$ cat config.mk
export PLATFORM = sky130hd
export DESIGN_NAME = response_framer
export DESIGN_NICKNAME = d
export VERILOG_FILES = /design/src/rtl/resp_pkg.sv /design/src/rtl/resp_encoder.sv /design/src/rtl/response_framer.sv
export SDC_FILE = /design/constraint.sdc
export NUM_CORES = 1
export LEC_CHECK = 0
export ABC_CLOCK_PERIOD_IN_PS = 2800
export BUFFER_PORTS_ARGS = -buffer_cell sky130_fd_sc_hd__buf_4
export CORE_ASPECT_RATIO = 0.8
export CORE_UTILIZATION = 55
export DETAILED_ROUTE_END_ITERATION = 8
export MAX_ROUTING_LAYER = met4
export PLACE_DENSITY = 0.81
export RECOVER_POWER = 100
export SYNTH_ARGS = -nofsm -noshare
export SYNTH_HDL_FRONTEND = slang
export SYNTH_SLANG_ARGS = --single-unit
$ cat constraint.sdc
create_clock -name i_Clock -period 2.8 [get_ports i_Clock]
set_clock_uncertainty 0.15 [all_clocks]
set_input_delay 0.56 -clock i_Clock [delete_from_list [all_inputs] [get_ports i_Clock]]
set_output_delay 0.56 -clock i_Clock [all_outputs]
set_load 0.005 [all_outputs]
$ cat src/rtl/resp_pkg.sv
// resp_pkg -- shared constants for the response framer.
//   Response code bytes sent as the first byte of every frame, the FSM state
//   encoding, and the number of bytes per frame.
//   Optional feature macro: RESPONSE_CHECKSUM_EN (adds a third checksum byte).
package resp_pkg;

    // Response code bytes
    localparam logic [7:0] CODE_ERROR         = 8'h1F;
    localparam logic [7:0] CODE_SENSOR_OK     = 8'h07;
    localparam logic [7:0] CODE_HUMIDITY      = 8'h09;
    localparam logic [7:0] CODE_TEMPERATURE   = 8'h08;
    localparam logic [7:0] CODE_TEMP_CONT_OFF = 8'h0A;
    localparam logic [7:0] CODE_HUM_CONT_OFF  = 8'h0B;
    localparam logic [7:0] CODE_INVALID       = 8'hFF;

    // FSM state encoding
    localparam logic [2:0] ST_IDLE      = 3'd0;
    localparam logic [2:0] ST_SEND_CODE = 3'd1;
    localparam logic [2:0] ST_WAIT_CODE = 3'd2;
    localparam logic [2:0] ST_SEND_DATA = 3'd3;
    localparam logic [2:0] ST_WAIT_DATA = 3'd4;
`ifdef RESPONSE_CHECKSUM_EN
    localparam logic [2:0] ST_SEND_CSUM = 3'd5;
    localparam logic [2:0] ST_WAIT_CSUM = 3'd6;
`endif

    // Bytes per transmitted frame
`ifdef RESPONSE_CHECKSUM_EN
    localparam int unsigned FRAME_LEN = 3;
`else
    localparam int unsigned FRAME_LEN = 2;
`endif

endpackage

$ cat src/rtl/resp_encoder.sv
// resp_encoder -- combinational mapping of the one-hot response selector to
// a code byte and payload byte.
//   i_comandos : one-hot selector (bit0 error ... bit5 hum-continuous off)
//   i_data     : payload byte from the sensor interface
//   o_valid    : selector is non-zero (a frame should be produced)
//   o_code     : response code byte
//   o_payload  : payload byte (forced to 0x00 for invalid selectors)
module resp_encoder
    import resp_pkg::*;
(
    input  logic [5:0] i_comandos,
    input  logic [7:0] i_data,
    output logic       o_valid,
    output logic [7:0] o_code,
    output logic [7:0] o_payload
);

    always_comb begin
        o_valid   = |i_comandos;
        o_code    = CODE_INVALID;
        o_payload = '0;
        // Error wins over any other bit set alongside it.
        if (i_comandos[0]) begin
            o_code    = CODE_ERROR;
            o_payload = i_data;
        end else begin
            case (i_comandos)
                6'b000010: begin o_code = CODE_SENSOR_OK;     o_payload = i_data; end
                6'b000100: begin o_code = CODE_HUMIDITY;      o_payload = i_data; end
                6'b001000: begin o_code = CODE_TEMPERATURE;   o_payload = i_data; end
                6'b010000: begin o_code = CODE_TEMP_CONT_OFF; o_payload = i_data; end
                6'b100000: begin o_code = CODE_HUM_CONT_OFF;  o_payload = i_data; end
                default: begin
                    o_code    = CODE_INVALID;
                    o_payload = '0;
                end
            endcase
        end
    end

endmodule

$ cat src/rtl/response_framer.sv
// response_framer -- turns sensor results into UART byte frames
// (code byte, payload byte, optional checksum byte).
//   Optional feature macro: RESPONSE_CHECKSUM_EN -- appends code^payload as a
//   third byte.
//   i_Clock, i_Rst_n     : clock, asynchronous active-low reset
//   i_done/i_comandos/i_data : result pulse, one-hot selector, payload
//   o_tx_data/o_tx_start : byte and one-cycle start pulse to the UART
//   i_tx_done            : one-cycle byte-sent pulse from the UART
//   o_busy               : frame in progress or a result is pending
//   o_overflow           : sticky, a result was dropped (slot full)
//   o_tx_timeout         : sticky, a frame was aborted on UART timeout
//   TX_TIMEOUT           : cycles from o_tx_start to abort (use >= 2)
module response_framer
    import resp_pkg::*;
#(
    parameter int unsigned TX_TIMEOUT = 100000
) (
    input  logic       i_Clock,
    input  logic       i_Rst_n,
    input  logic       i_done,
    input  logic [5:0] i_comandos,
    input  logic [7:0] i_data,
    output logic [7:0] o_tx_data,
    output logic       o_tx_start,
    input  logic       i_tx_done,
    output logic       o_busy,
    output logic       o_overflow,
    output logic       o_tx_timeout
);

    localparam int unsigned CW = $clog2(TX_TIMEOUT + 1);

    logic [2:0]    state_q,     state_d;
    logic          pend_full_q, pend_full_d;
    logic [7:0]    pend_code_q, pend_code_d;
    logic [7:0]    pend_data_q, pend_data_d;
    logic [7:0]    code_q,      code_d;
    logic [7:0]    data_q,      data_d;
    logic [7:0]    tx_data_q,   tx_data_d;
    logic [CW-1:0] cnt_q,       cnt_d;
    logic          overflow_q,  overflow_d;
    logic          timeout_q,   timeout_d;

    logic          enc_valid;
    logic [7:0]    enc_code;
    logic [7:0]    enc_payload;
    logic          timeout_hit;

    resp_encoder u_encoder (
        .i_comandos (i_comandos),
        .i_data     (i_data),
        .o_valid    (enc_valid),
        .o_code     (enc_code),
        .o_payload  (enc_payload)
    );

    // cnt_q equals the number of cycles since the start pulse while waiting,
    // so the abort lands exactly TX_TIMEOUT cycles after o_tx_start.
    assign timeout_hit = (cnt_q >= CW'(TX_TIMEOUT - 1));

    always_comb begin
        state_d     = state_q;
        pend_full_d = pend_full_q;
        pend_code_d = pend_code_q;
        pend_data_d = pend_data_q;
        code_d      = code_q;
        data_d      = data_q;
        tx_data_d   = tx_data_q;
        cnt_d       = cnt_q;
        overflow_d  = overflow_q;
        timeout_d   = timeout_q;

        case (state_q)
            ST_IDLE: begin
                cnt_d = '0;
                if (pend_full_q) begin
                    state_d     = ST_SEND_CODE;
                    code_d      = pend_code_q;
                    data_d      = pend_data_q;
                    tx_data_d   = pend_code_q;
                    pend_full_d = 1'b0;
                end
            end
            ST_SEND_CODE: begin
                state_d = ST_WAIT_CODE;
                cnt_d   = CW'(1);
            end
            ST_WAIT_CODE: begin
                if (i_tx_done) begin
                    state_d   = ST_SEND_DATA;
                    tx_data_d = data_q;
                end else if (timeout_hit) begin
                    state_d   = ST_IDLE;
                    timeout_d = 1'b1;
                end else begin
                    cnt_d = cnt_q + CW'(1);
                end
            end
            ST_SEND_DATA: begin
                state_d = ST_WAIT_DATA;
                cnt_d   = CW'(1);
            end
            ST_WAIT_DATA: begin
                if (i_tx_done) begin
`ifdef RESPONSE_CHECKSUM_EN
                    state_d   = ST_SEND_CSUM;
                    tx_data_d = code_q ^ data_q;
`else
                    state_d   = ST_IDLE;
`endif
                end else if (timeout_hit) begin
                    state_d   = ST_IDLE;
                    timeout_d = 1'b1;
                end else begin
                    cnt_d = cnt_q + CW'(1);
                end
            end
`ifdef RESPONSE_CHECKSUM_EN
            ST_SEND_CSUM: begin
                state_d = ST_WAIT_CSUM;
                cnt_d   = CW'(1);
            end
            ST_WAIT_CSUM: begin
                if (i_tx_done) begin
                    state_d = ST_IDLE;
                end else if (timeout_hit) begin
                    state_d   = ST_IDLE;
                    timeout_d = 1'b1;
                end else begin
                    cnt_d = cnt_q + CW'(1);
                end
            end
`endif
            default: begin
                state_d = ST_IDLE;
                cnt_d   = '0;
            end
        endcase

        // The slot is judged by its registered value: a result arriving in
        // the same cycle the slot is being emptied is still dropped.
        if (i_done && enc_valid) begin
            if (pend_full_q) begin
                overflow_d = 1'b1;
            end else begin
                pend_full_d = 1'b1;
                pend_code_d = enc_code;
                pend_data_d = enc_payload;
            end
        end
    end

    always_ff @(posedge i_Clock or negedge i_Rst_n) begin
        if (!i_Rst_n) begin
            state_q     <= ST_IDLE;
            pend_full_q <= 1'b0;
            pend_code_q <= '0;
            pend_data_q <= '0;
            code_q      <= '0;
            data_q      <= '0;
            tx_data_q   <= '0;
            cnt_q       <= '0;
            overflow_q  <= 1'b0;
            timeout_q   <= 1'b0;
        end else begin
            state_q     <= state_d;
            pend_full_q <= pend_full_d;
            pend_code_q <= pend_code_d;
            pend_data_q <= pend_data_d;
            code_q      <= code_d;
            data_q      <= data_d;
            tx_data_q   <= tx_data_d;
            cnt_q       <= cnt_d;
            overflow_q  <= overflow_d;
            timeout_q   <= timeout_d;
        end
    end

`ifdef RESPONSE_CHECKSUM_EN
    assign o_tx_start = (state_q == ST_SEND_CODE) || (state_q == ST_SEND_DATA) ||
                        (state_q == ST_SEND_CSUM);
`else
    assign o_tx_start = (state_q == ST_SEND_CODE) || (state_q == ST_SEND_DATA);
`endif
    assign o_tx_data    = tx_data_q;
    assign o_busy       = (state_q != ST_IDLE) || pend_full_q;
    assign o_overflow   = overflow_q;
    assign o_tx_timeout = timeout_q;

endmodule

Yosys cells after proc, flatten, opt, wreduce, memory -nomap -nowiden:

Index checks and enable logic that the tools add are counted.
Widths: inputs -> output; s select.

* add/sub/neg operators: 1
* $lt $le $gt $ge: 1
* equality and inequality tests: 13
* mux-type cells: 18
* bitwise operators: 2
* reduce and logical (&&, ||, !) cells: 16

Operators with widths (number)
* $mux 8: 5
* $pmux 8 s5: 1
* $mux 17: 2
* $pmux 17 s2: 1
* $add 17x1->17 const B: 1
* $ge 17x17->1 const B: 1
* $pmux 8 s2: 1
* $pmux 3 s5: 1
* $mux 3: 4
* $ne 2x2->1 const B: 4
* $reduce_and 2->1: 4
* $eq 3x2->1 const B: 2
* $eq 6x2->1 const B: 1
* $eq 6x3->1 const B: 1
* $eq 6x4->1 const B: 1
* $eq 6x5->1 const B: 1
* $eq 6x6->1 const B: 1
* $reduce_and 3->1: 2
* $reduce_or 6->1: 1
* $reduce_or 5->1: 1
* $reduce_or 2->1: 2
* $eq 3x1->1 const B: 1
* $eq 3x3->1 const B: 1
* $logic_not 3->1: 1
* 6 further kinds: 10

* register bits: 55
* bits of input ports: 18
* output and inout bits: 12
* logic and storage cells: 60

Depth between registers and ports, before layout:

* word-level depth: 4
* mapped depth: 9
* depth with buffers taken out: 6

By module:

A second synthesis with hierarchy kept.

* cell total of the unflattened synthesis: 260
* area total of the unflattened synthesis: 2793.9 um2

Modules (own cells, without submodules)
* response_framer: times used 1, cells each 225, area an instance 2567.5 um2
* resp_encoder: times used 1, cells each 35, area an instance 226.5 um2

Least setup slack after synthesis:

No wires, ideal clock.

* kind: reg-to-reg
* start point: register cnt_q[0]
* end point: register state_q[2]
* setup time: 0.122 ns
* arrival: 1.900 ns
* required time: 2.528 ns
* slack: 0.628 ns
* cell stages (with the launch flop): 10
* path buffers: 3
* cells stage by stage: dfrtp_1 > ha_1 > buf_1 > a21oi_1 > nand4b_1 > a21oi_1 > buf_4 > buf_4 > nor2_1 > a32o_1

* word-level cells in the longest chain between the ends: 4

Ends and longest elaborated chain
* start, declared: line response_framer.sv:40 `logic [CW-1:0] cnt_q, cnt_d;`
* start signal, assigned: line response_framer.sv:173 `cnt_q <= cnt_d;`
* $ge 17x17->1 (*): line response_framer.sv:59 `assign timeout_hit = (cnt_q >= CW'(TX_TIMEOUT - 1));`
* $mux 3 (*)
* $mux 3 (on tied branches)
* $pmux 3 s5 (*)
* end signal, assigned: line response_framer.sv:166 `state_q <= state_d;`
* end, declared: line response_framer.sv:33 `logic [2:0] state_q, state_d;`

Mark *: on every way between the ends. The rest lies on a longest branch, timed or not.
A chain may end at the register's enable or synchronous reset.

Final worst setup path:

* start point: register state_q[0]
* end point: register tx_data_q[6] (netlist: o_tx_data[6])

* word-level cells in the longest chain between the ends: 3

Ends and longest elaborated chain
* $eq 3x2->1 / $logic_not 3->1 (equally long branches): line response_framer.sv:73 `case (state_q)`
* $ne 2x2->1 (no source line) / $reduce_bool 2->1 (equally long branches)
* $reduce_and 3->1 (no source line)
* end signal, assigned: line response_framer.sv:172 `tx_data_q <= tx_data_d;`
* end, declared: line response_framer.sv:39 `logic [7:0] tx_data_q, tx_data_d;`

Several ways; a longest one is shown, not always the timed one.

==> metrics.yaml <==
setup_violations: 0
layout_min_cycle_time_ns: 2.36
start_util: 0.576
ios: 30
synth_top_area_frac: 0.500
worstPathArrival_ns: 2.41
synth_flop_cell: "dfrtp_1"
overflow: 0
worstSetupStartpoint: "state_q[0]$_DFFE_PN0P_"
end_kind: "flip-flop"
cp_max_fo: 16
r2r_end: "o_tx_data[6]$_DFFE_PN0P_"
fill_cells: 369
wl_per_cell_um: 15.2
avgSynthCellArea_um2: 10.2
die_area_um2: 5100
cts_hold_buffers: 0
clockBufferDepth: 2
layout_common_cells: "dfrtp_1, nand2_1, buf_4, nor2_1, a21oi_1"
clk_pin_slew_ns: 0.10
final_hold_viol_count: 0
max-cap-violations: 0
grt_pass1_wl_um: 9110
antenna_found_initial: 0
finalCritPeriodShare: 0.843
holdWs_ns: 0.300
ys_seq_elements: 53
async_flop_share: 1.00
required_ns: 2.85
fp.coreArea_um2: 4600
post_cts_buffers: 0
grt_usage: 0.240
numCtsBuffers: 5
maxSlewHeadroom: 0.169
vias: 2031
grt_pass1_vias: 1900
r2r_start: "state_q[0]$_DFFE_PN0P_"
crit_end: "o_tx_data[6]$_DFFE_PN0P_"
fin_ws_ns: 0.438
cts_resized: 0
ys_seq_area_frac: 0.500
synth_area_leaders: "dfrtp_1, mux2i_1, nand2_1, mux2_2, a21oi_1"
num_antenna_cells: 0
pre_cts_ws_ns: 0.501
rrSetupSlack_ns: 0.44
vias_per_cell: 5.89
grt_max_degree: 54
rsz0062_at_grt: "false"
max-vdd-ir-drop_uv: 465
area_delta_synth_final_pct: 11.8
die_x_um: 79.6
clock-sinks: 53
yosysTopAreaCell: "dfrtp_1"
drt_iter0_markers: 167
drive_gt1_frac: 0.182
r2r_cells: 5
nNetsFinal: 303
wl_um: 5250
crit_type: "reg2reg"
max_freq_mhz: 423
root_buffer: "clkbuf_8"
synth.distinct_cells: 46
drcViolationCount: 0
status: "complete, no violations"
die_h_um: 64.1
clk_latency_ns: 0.32
min_path_type: "in2reg"
first_pass_iters: 4
p_per_area_nw_per_um2: 875
synthCells: 261
tightest_slew_ns: 1.25
slew_violations: 0
layout_commonest_cell: "dfrtp_1"
synth_area_um2: 2650
gp_congestion: 0.869
drtAntennaViolNets: 0
postLayoutCoreUtil: 0.644
num_rows: 22
place.port_buffers: 29
cts_tree: "yes"
start_kind: "flip-flop"
power.leakage_nw: 1.24
dp_hpwl_um: 3790
synth-edff-count: 0
syn_nets: 280
placedCellCount: 337
htree_levels: 2
fin_cells: 345
ys_warn_count: 0
tns_ns: 0
==> flip-flops by register name, indices dropped and copies added, names as in the netlist <==
signal and flops:
cnt_q 17, data_q 8, o_overflow 1, o_tx_data 8, o_tx_timeout 1, pend_code_q 6, pend_data_q 8, pend_full_q 1
state_q 3
==> power by group <==
part	leakage, nW	internal [mW]	total, mW	switching, mW
Clock	0.0423	0.182	0.457	0.275
Combinational	0.519	0.460	0.966	0.506
Sequential	0.676	0.982	1.17	0.186
Total	1.24	1.62	2.59	0.967
==> critical path, stage by stage (launching register included) <==
cell     delay, ns
dfrtp_1       0.57
nor4b_2       1.00
a21oi_1       0.13
buf_4         0.25
nand2_1       0.07
o21ai_0       0.08
==> how the worst min path moves through the flow <==
stage | slack [ns] | end | cells past startpoint | startpoint
final | 0.30 | pend_data_q[6]$_DFFE_PN0P_ | 2 | i_data[6]
after global routing | 0.29 | pend_data_q[7]$_DFFE_PN0P_ | 2 | i_data[7]
after CTS | 0.12 | cnt_q[2]$_DFFE_PN0P_ | 1 | i_Rst_n
after detailed placement | 0.30 | o_overflow$_DFFE_PN0P_ | 1 | o_overflow$_DFFE_PN0P_
after global placement | 0.30 | o_tx_timeout$_DFFE_PN0P_ | 2 | o_tx_timeout$_DFFE_PN0P_
after floorplan | 0.11 | cnt_q[0]$_DFFE_PN0P_ | 0 | i_Rst_n
==> Yosys cell counts (2+ instances only) <==
library cell / instances
nor2_1: 17
o31ai_1: 9
or4_1: 8
or2_2: 2
buf_2: 6
nand2_1: 25
nor4b_1: 3
dfrtp_1: 53
xnor2_1: 4
clkbuf_1: 6
nor4_1: 2
nand3_1: 9
o21ai_1: 6
a31oi_1: 2
o21a_1: 4
or3_1: 8
buf_4: 2
nor2b_1: 4
nand4_1: 5
and3_1: 3
o21ai_0: 8
buf_1: 2
o31a_1: 2
a21oi_1: 15
nor3_1: 6
mux2_2: 8
inv_1: 4
a21o_1: 2
a22o_1: 8
mux2i_1: 12
==> per-stage QoR <==
step,cell area (um2),total power [mW]
3_5_place_dp,2890,2.17
6_report,2960,2.59
4_1_cts,2980,2.63
2_1_floorplan,2650,1.84
3_3_place_gp,2890,2.12
5_1_grt,2960,2.78
==> cell families after synthesis <==
family,count (synthesis),synth area share
DFF,53,0.500
AOI/OAI and AO/OA,61,0.153
buffers and inverters,21,0.0382
adders and majority gates,1,0.00472
muxes,20,0.0793
and+or+nand+nor,100,0.208
xor gates and xnor gates,5,0.0165
==> final cells by class <==
class,count,area [um2],share of cell area
multi-input combinational,187,1210,0.409
inverter,4,15.0,0.00507
sequential,53,1330,0.448
timing repair buffer,33,238,0.0803
clock inverter,3,26.3,0.00887
clock buffer,5,68.8,0.0232
tap,60,75.1,0.0253
==> metal layers <==
metal	share of wire	up-vias	GRT usage	routed length, um
met5	0	-	-	0
met4	0.014	0	0.0750	72
li1	-	1001	-	-
met1	0.52	984	0.357	2740
met2	0.43	39	0.333	2270
met3	0.032	7	0.0429	169
No activity file was read; power rests on OpenSTA's default activity.
